===== src/rtl/sync_fifo_if.sv =====
// Byte-stream handshake between a producer/consumer pair and the FIFO.
// The master drives requests and write data; the slave returns status and read data.
interface sync_fifo_if #(
    parameter int DATA_W = 8
);
    logic              wrt_sig;
    logic              rd_sig;
    logic [DATA_W-1:0] din;
    logic              full_sig;
    logic              empty_sig;
    logic              over_flow;
    logic              under_flow;
    logic [DATA_W-1:0] dout;

    modport master (
        output wrt_sig, rd_sig, din,
        input  full_sig, empty_sig, over_flow, under_flow, dout
    );

    modport slave (
        input  wrt_sig, rd_sig, din,
        output full_sig, empty_sig, over_flow, under_flow, dout
    );
endinterface


===== src/rtl/sync_fifo_top.sv =====
// Single-clock 32x8 FIFO with registered read data and one-cycle overflow/underflow pulses.
// rst_n is synchronous and active-high: a 1 at a rising edge clears all control state.
module sync_fifo_top #(
    parameter int DATA_W = 8,
    parameter int ADDR_W = 5
) (
    input  logic        clk,
    input  logic        rst_n,
    sync_fifo_if.slave  bus
);
    localparam int DEPTH = 1 << ADDR_W;
    localparam logic [ADDR_W:0] FULL_CNT = (ADDR_W + 1)'(DEPTH);

    logic [DATA_W-1:0] mem [0:DEPTH-1];
    logic [ADDR_W-1:0] wp;
    logic [ADDR_W-1:0] rp;
    logic [ADDR_W:0]   cnt;
    logic              wr_ok;
    logic              rd_ok;

    assign bus.full_sig  = (cnt == FULL_CNT);
    assign bus.empty_sig = (cnt == '0);

    // Acceptance uses the flags of the current cycle, so a full FIFO still
    // accepts a simultaneous read and an empty one still accepts a write.
    assign wr_ok = bus.wrt_sig & ~bus.full_sig;
    assign rd_ok = bus.rd_sig  & ~bus.empty_sig;

    always_ff @(posedge clk) begin
        if (!rst_n && wr_ok) begin
            mem[wp] <= bus.din;
        end
    end

    always_ff @(posedge clk) begin
        if (rst_n) begin
            wp             <= '0;
            rp             <= '0;
            cnt            <= '0;
            bus.dout       <= '0;
            bus.over_flow  <= 1'b0;
            bus.under_flow <= 1'b0;
        end else begin
            bus.over_flow  <= bus.wrt_sig & bus.full_sig;
            bus.under_flow <= bus.rd_sig  & bus.empty_sig;
            if (wr_ok) begin
                wp <= wp + 1'b1;
            end
            if (rd_ok) begin
                bus.dout <= mem[rp];
                rp       <= rp + 1'b1;
            end
            case ({wr_ok, rd_ok})
                2'b10:   cnt <= cnt + 1'b1;
                2'b01:   cnt <= cnt - 1'b1;
                default: cnt <= cnt;
            endcase
        end
    end
endmodule


===== src/flat_wrapper.sv =====
// flat-port wrapper written by rule: the top's interface ports become plain ports
module sync_fifo_top_flat 
#(
    parameter int DATA_W = 8,
    parameter int ADDR_W = 5
)
  (clk, rst_n, bus_wrt_sig, bus_rd_sig, bus_din, bus_full_sig, bus_empty_sig, bus_over_flow, bus_under_flow, bus_dout);
  sync_fifo_if #(.DATA_W(DATA_W)) bus_i ();
  input  logic clk;
  input  logic rst_n;
  input wire logic [$bits(bus_i.wrt_sig)-1:0] bus_wrt_sig;
  input wire logic [$bits(bus_i.rd_sig)-1:0] bus_rd_sig;
  input wire logic [$bits(bus_i.din)-1:0] bus_din;
  output wire logic [$bits(bus_i.full_sig)-1:0] bus_full_sig;
  output wire logic [$bits(bus_i.empty_sig)-1:0] bus_empty_sig;
  output wire logic [$bits(bus_i.over_flow)-1:0] bus_over_flow;
  output wire logic [$bits(bus_i.under_flow)-1:0] bus_under_flow;
  output wire logic [$bits(bus_i.dout)-1:0] bus_dout;
  assign bus_i.wrt_sig = bus_wrt_sig;
  assign bus_i.rd_sig = bus_rd_sig;
  assign bus_i.din = bus_din;
  assign bus_full_sig = bus_i.full_sig;
  assign bus_empty_sig = bus_i.empty_sig;
  assign bus_over_flow = bus_i.over_flow;
  assign bus_under_flow = bus_i.under_flow;
  assign bus_dout = bus_i.dout;
  sync_fifo_top #(.DATA_W(DATA_W), .ADDR_W(ADDR_W)) u_core (.clk(clk), .rst_n(rst_n), .bus(bus_i));
endmodule

===== config.mk =====
export PLATFORM = sky130hd
export DESIGN_NAME = sync_fifo_top_flat
export DESIGN_NICKNAME = d
export VERILOG_FILES = /design/src/rtl/sync_fifo_if.sv /design/src/rtl/sync_fifo_top.sv /design/src/flat_wrapper.sv
export SDC_FILE = /design/constraint.sdc
export NUM_CORES = 1
export LEC_CHECK = 0
export ABC_AREA = 1
export CAP_MARGIN = 25
export CORE_MARGIN = 1.5
export CORE_UTILIZATION = 50
export CTS_CLUSTER_DIAMETER = 100
export DETAILED_ROUTE_END_ITERATION = 7
export GPL_ROUTABILITY_DRIVEN = 0
export PLACE_DENSITY = 0.66
export SLEW_MARGIN = 20
export SYNTH_ARGS = -nofsm -noshare
export SYNTH_HDL_FRONTEND = slang
export SYNTH_SLANG_ARGS = --single-unit
export TNS_END_PERCENT = 10

===== constraint.sdc =====
create_clock -name clk -period 3.05 [get_ports clk]
set_input_delay 0.7625 -clock clk [delete_from_list [all_inputs] [get_ports clk]]
set_output_delay 0.7625 -clock clk [all_outputs]
set_load 0.05 [all_outputs]

==> qor.yml <==
outcome: "finished, final reports clean"
grtUsageMet1_pct: 31.67
vdd_drop_max_uv: 602.5
cts.clk_slew.worst_paths_ps: 60
worst_clock_skew_ps: 20.49
clkPwrFrac_pct: 32.1
fmax_mhz: 387.2
rsz0062_at_grt: "false"
reg2reg_slack_ps: 590
finalCritPeriodShare_pct: 84.67
synth_area_leaders: "edfxtp_1 (64%), nand2_1 (11%), nand3_1 (6.7%), dfxtp_1 (4.3%), inv_1 (3.9%)"
syn_inst: 1177
die_w_um: 158.5
routed_via_density: 5.145
grt_max_degree: 67
grt_use_total_pct: 22.76
cts_root_buf: "clkbuf_16"
grt_pass1_vias: 7583
syn_nets: 1200
syn_area_um2: 12090
leakagePower_uw: 0.005503
drc: 0
grt_use_met3_pct: 2.613
ys_types: 25
setup-tns-final_ps: 0
r2r_end: "u_core.bus.dout[0]$_SDFFE_PP0P_"
clock-sinks: 282
drt-initial-drc-count: 749
wl_um: 27760
hold_violations: 0
worstPathMaxFanout: 3
num_io_pins: 24
synth_edf_count: 256
p_int_uw: 6875
synth_top_cell_area_share_pct: 63.56
worstRegToRegCells: 10
die_area_um2: 25130
vias: 8093
worstPathArrival_ps: 1820
grt_pass1_wl_um: 42260
synth_common_cells: "nand2_1 (368), edfxtp_1 (256), nand3_1 (162)"
slowest_stage: "dlymetal6s2s_1"
fp-row-count: 56
async_flop_share_pct: 0
max_stage_delay_ps: 460
p_sw_uw: 3227
numPortBuffers: 23
hold_end: "u_core.bus.dout[0]$_SDFFE_PP0P_"
ys.flop_type: "edfxtp_1"
layout.nets: 1254
layout_min_cycle_time_ps: 2582
post-dp-hpwl_um: 16620
yosysSeqAreaShare_pct: 67.87
hold_path_startpoint: "u_core.bus.dout[0]$_SDFFE_PP0P_"
power_density_nw_per_um2: 734.3
sw_frac_of_total_pct: 31.95
antenna_found_initial: 0
synth_seq_cells: 282
coreArea_um2: 23610
die_h_um: 158.5
dp.cells: 1519
startpoint_type: "flop"
area_growth_pct: 13.75
start_util_pct: 51.22
yosys_warnings: 0
drtPass1Iterations: 5
synth_top_area_cell: "edfxtp_1"
post_cts_buffers: 0
fin_cells: 1573
cts_hold_buf: 0
hold_path_class: "reg -> reg"
multi_input_area_um2: 3114
cts_buffer_depth: 3
regArea_um2: 8213
drive_gt1_share_pct: 8.373
setup_viol: 0
seqPwrFrac_pct: 44.1
p_comb_share_pct: 23.9
crit_type: "reg -> out"
end_kind: "primary output"
antenna_left: 0
cap_violations: 0
n_antenna_cell: 0
met2_usage_pct: 37.64
path_cells: "inv_1 > nand4_1 > nor3_2 > dlymetal6s2s_1"
drv_slew: 0
clk_latency_ps: 550
globalRouteOverflowTotal: 0
fillers: 2033
holdPathStages: 2
relSlewSlack_pct: 46.09
cts_buffers: 29
cts_tree: "done"
r2r-start: "u_core.rp[0]$_SDFFE_PP0P_"
tightest_slew_ps: 807.5
grt-busiest-layer: "met2"
cts-resized-gates: 0
yosysMostFrequentCell: "nand2_1"
h-tree-depth: 1
wl_per_cell_um: 17.65
required_ps: 2290
avgSynthCellArea_um2: 10.28
-- stage by stage --
stage               hold slack [ps]  setup WS (ps)  instance area, um^2  utilization [%]  total power (uW)
finish                        466.6          467.5                13760            58.26             10100
global route                  484.6          331.7                13760            58.26             10540
CTS                           466.4          25.78                13750            58.24             10140
detailed placement            461.3          180.5                12890            54.58              6936
global placement              461.9          221.2                12890            54.58              6922
floorplan                     461.1          263.9                12090                -              6232
-- area by class of cell --
class / instances / area share (%)
timing repair buffer: 77 / 4.839
sequential: 282 / 59.70
clock buffer: 34 / 5.412
tap: 319 / 2.901
inverter: 133 / 3.638
clock inverter: 20 / 0.8731
multi-input combinational: 708 / 22.64
-- cell usage in the layout, fill, tap and decap left out, drive strengths merged, types with 5 or more instances in the layout --
cell type	netlist	layout
inv	129	129
buf	42	54
edfxtp	256	256
dfxtp	26	26
clkbuf	12	34
nor2	89	89
nand2	372	372
clkinv	4	21
nand3	162	162
xor2	5	5
ha	10	10
a21oi	40	40
o21ai	20	20
clkdlybuf4s50	0	21
-- worst max path at each step --
| stage | start | end | slack [ps] | cells past startpoint |
|---|---|---|---|---|
| floorplan | u_core.cnt[1]$_SDFFE_PP0P_ | u_core.cnt[4]$_SDFFE_PP0P_ | 260 | 12 |
| global placement | bus_wrt_sig | u_core.cnt[4]$_SDFFE_PP0P_ | 220 | 11 |
| detailed placement | bus_wrt_sig | u_core.cnt[3]$_SDFFE_PP0P_ | 180 | 12 |
| CTS | u_core.cnt[1]$_SDFFE_PP0P_ | bus_full_sig | 30 | 4 |
| global route | u_core.cnt[1]$_SDFFE_PP0P_ | bus_full_sig | 330 | 4 |
| finish | u_core.cnt[1]$_SDFFE_PP0P_ | bus_full_sig | 470 | 4 |
-- cells by family (layout without fill, tap and decap cells) --
family                   count (synthesis)  count (layout)  share of synthesized area, %
AND/OR/NAND/NOR                        629             629                         21.51
flip-flops                             282             282                         67.87
buffers and inverters                  187             264                         6.383
AO/OA/AOI/OAI                           61              61                         2.535
adder cells (fa/ha/maj)                 11              11                         1.200
XOR/XNOR                                 7               7                        0.5069
-- sequential cells by signal, summed over array words and instances, names as in the netlist --
| signal | cells |
|---|---|
| u_core.bus.over_flow | 1 |
| u_core.mem | 256 |
| u_core.cnt | 6 |
| u_core.bus.dout | 8 |
| u_core.rp | 5 |
| u_core.bus.under_flow | 1 |
| u_core.wp | 5 |
-- power groups by stage --
stage | clock, uW | combinational (uW) | sequential, uW
after floorplan | 0 | 1640 | 4600
after global placement | 0 | 2390 | 4540
after detailed placement | 0 | 2400 | 4530
after CTS | 3280 | 2420 | 4450
after global routing | 3420 | 2660 | 4470
final | 3240 | 2410 | 4450
-- per-layer routing --
metal / vias to the layer above / part of all wire [%]
met5: - / 0
met4: 0 / 2.8
met3: 55 / 5.2
met2: 246 / 47
met1: 3809 / 45
li1: 3983 / -
-- worst max-delay path, delay by kind of cell (launching register included) --
family / cells / cell delay [ps]
buffers and inverters: 2 / 560
and+or+nand+nor: 2 / 400
DFF: 1 / 330
(Power assumes the default switching activity.)
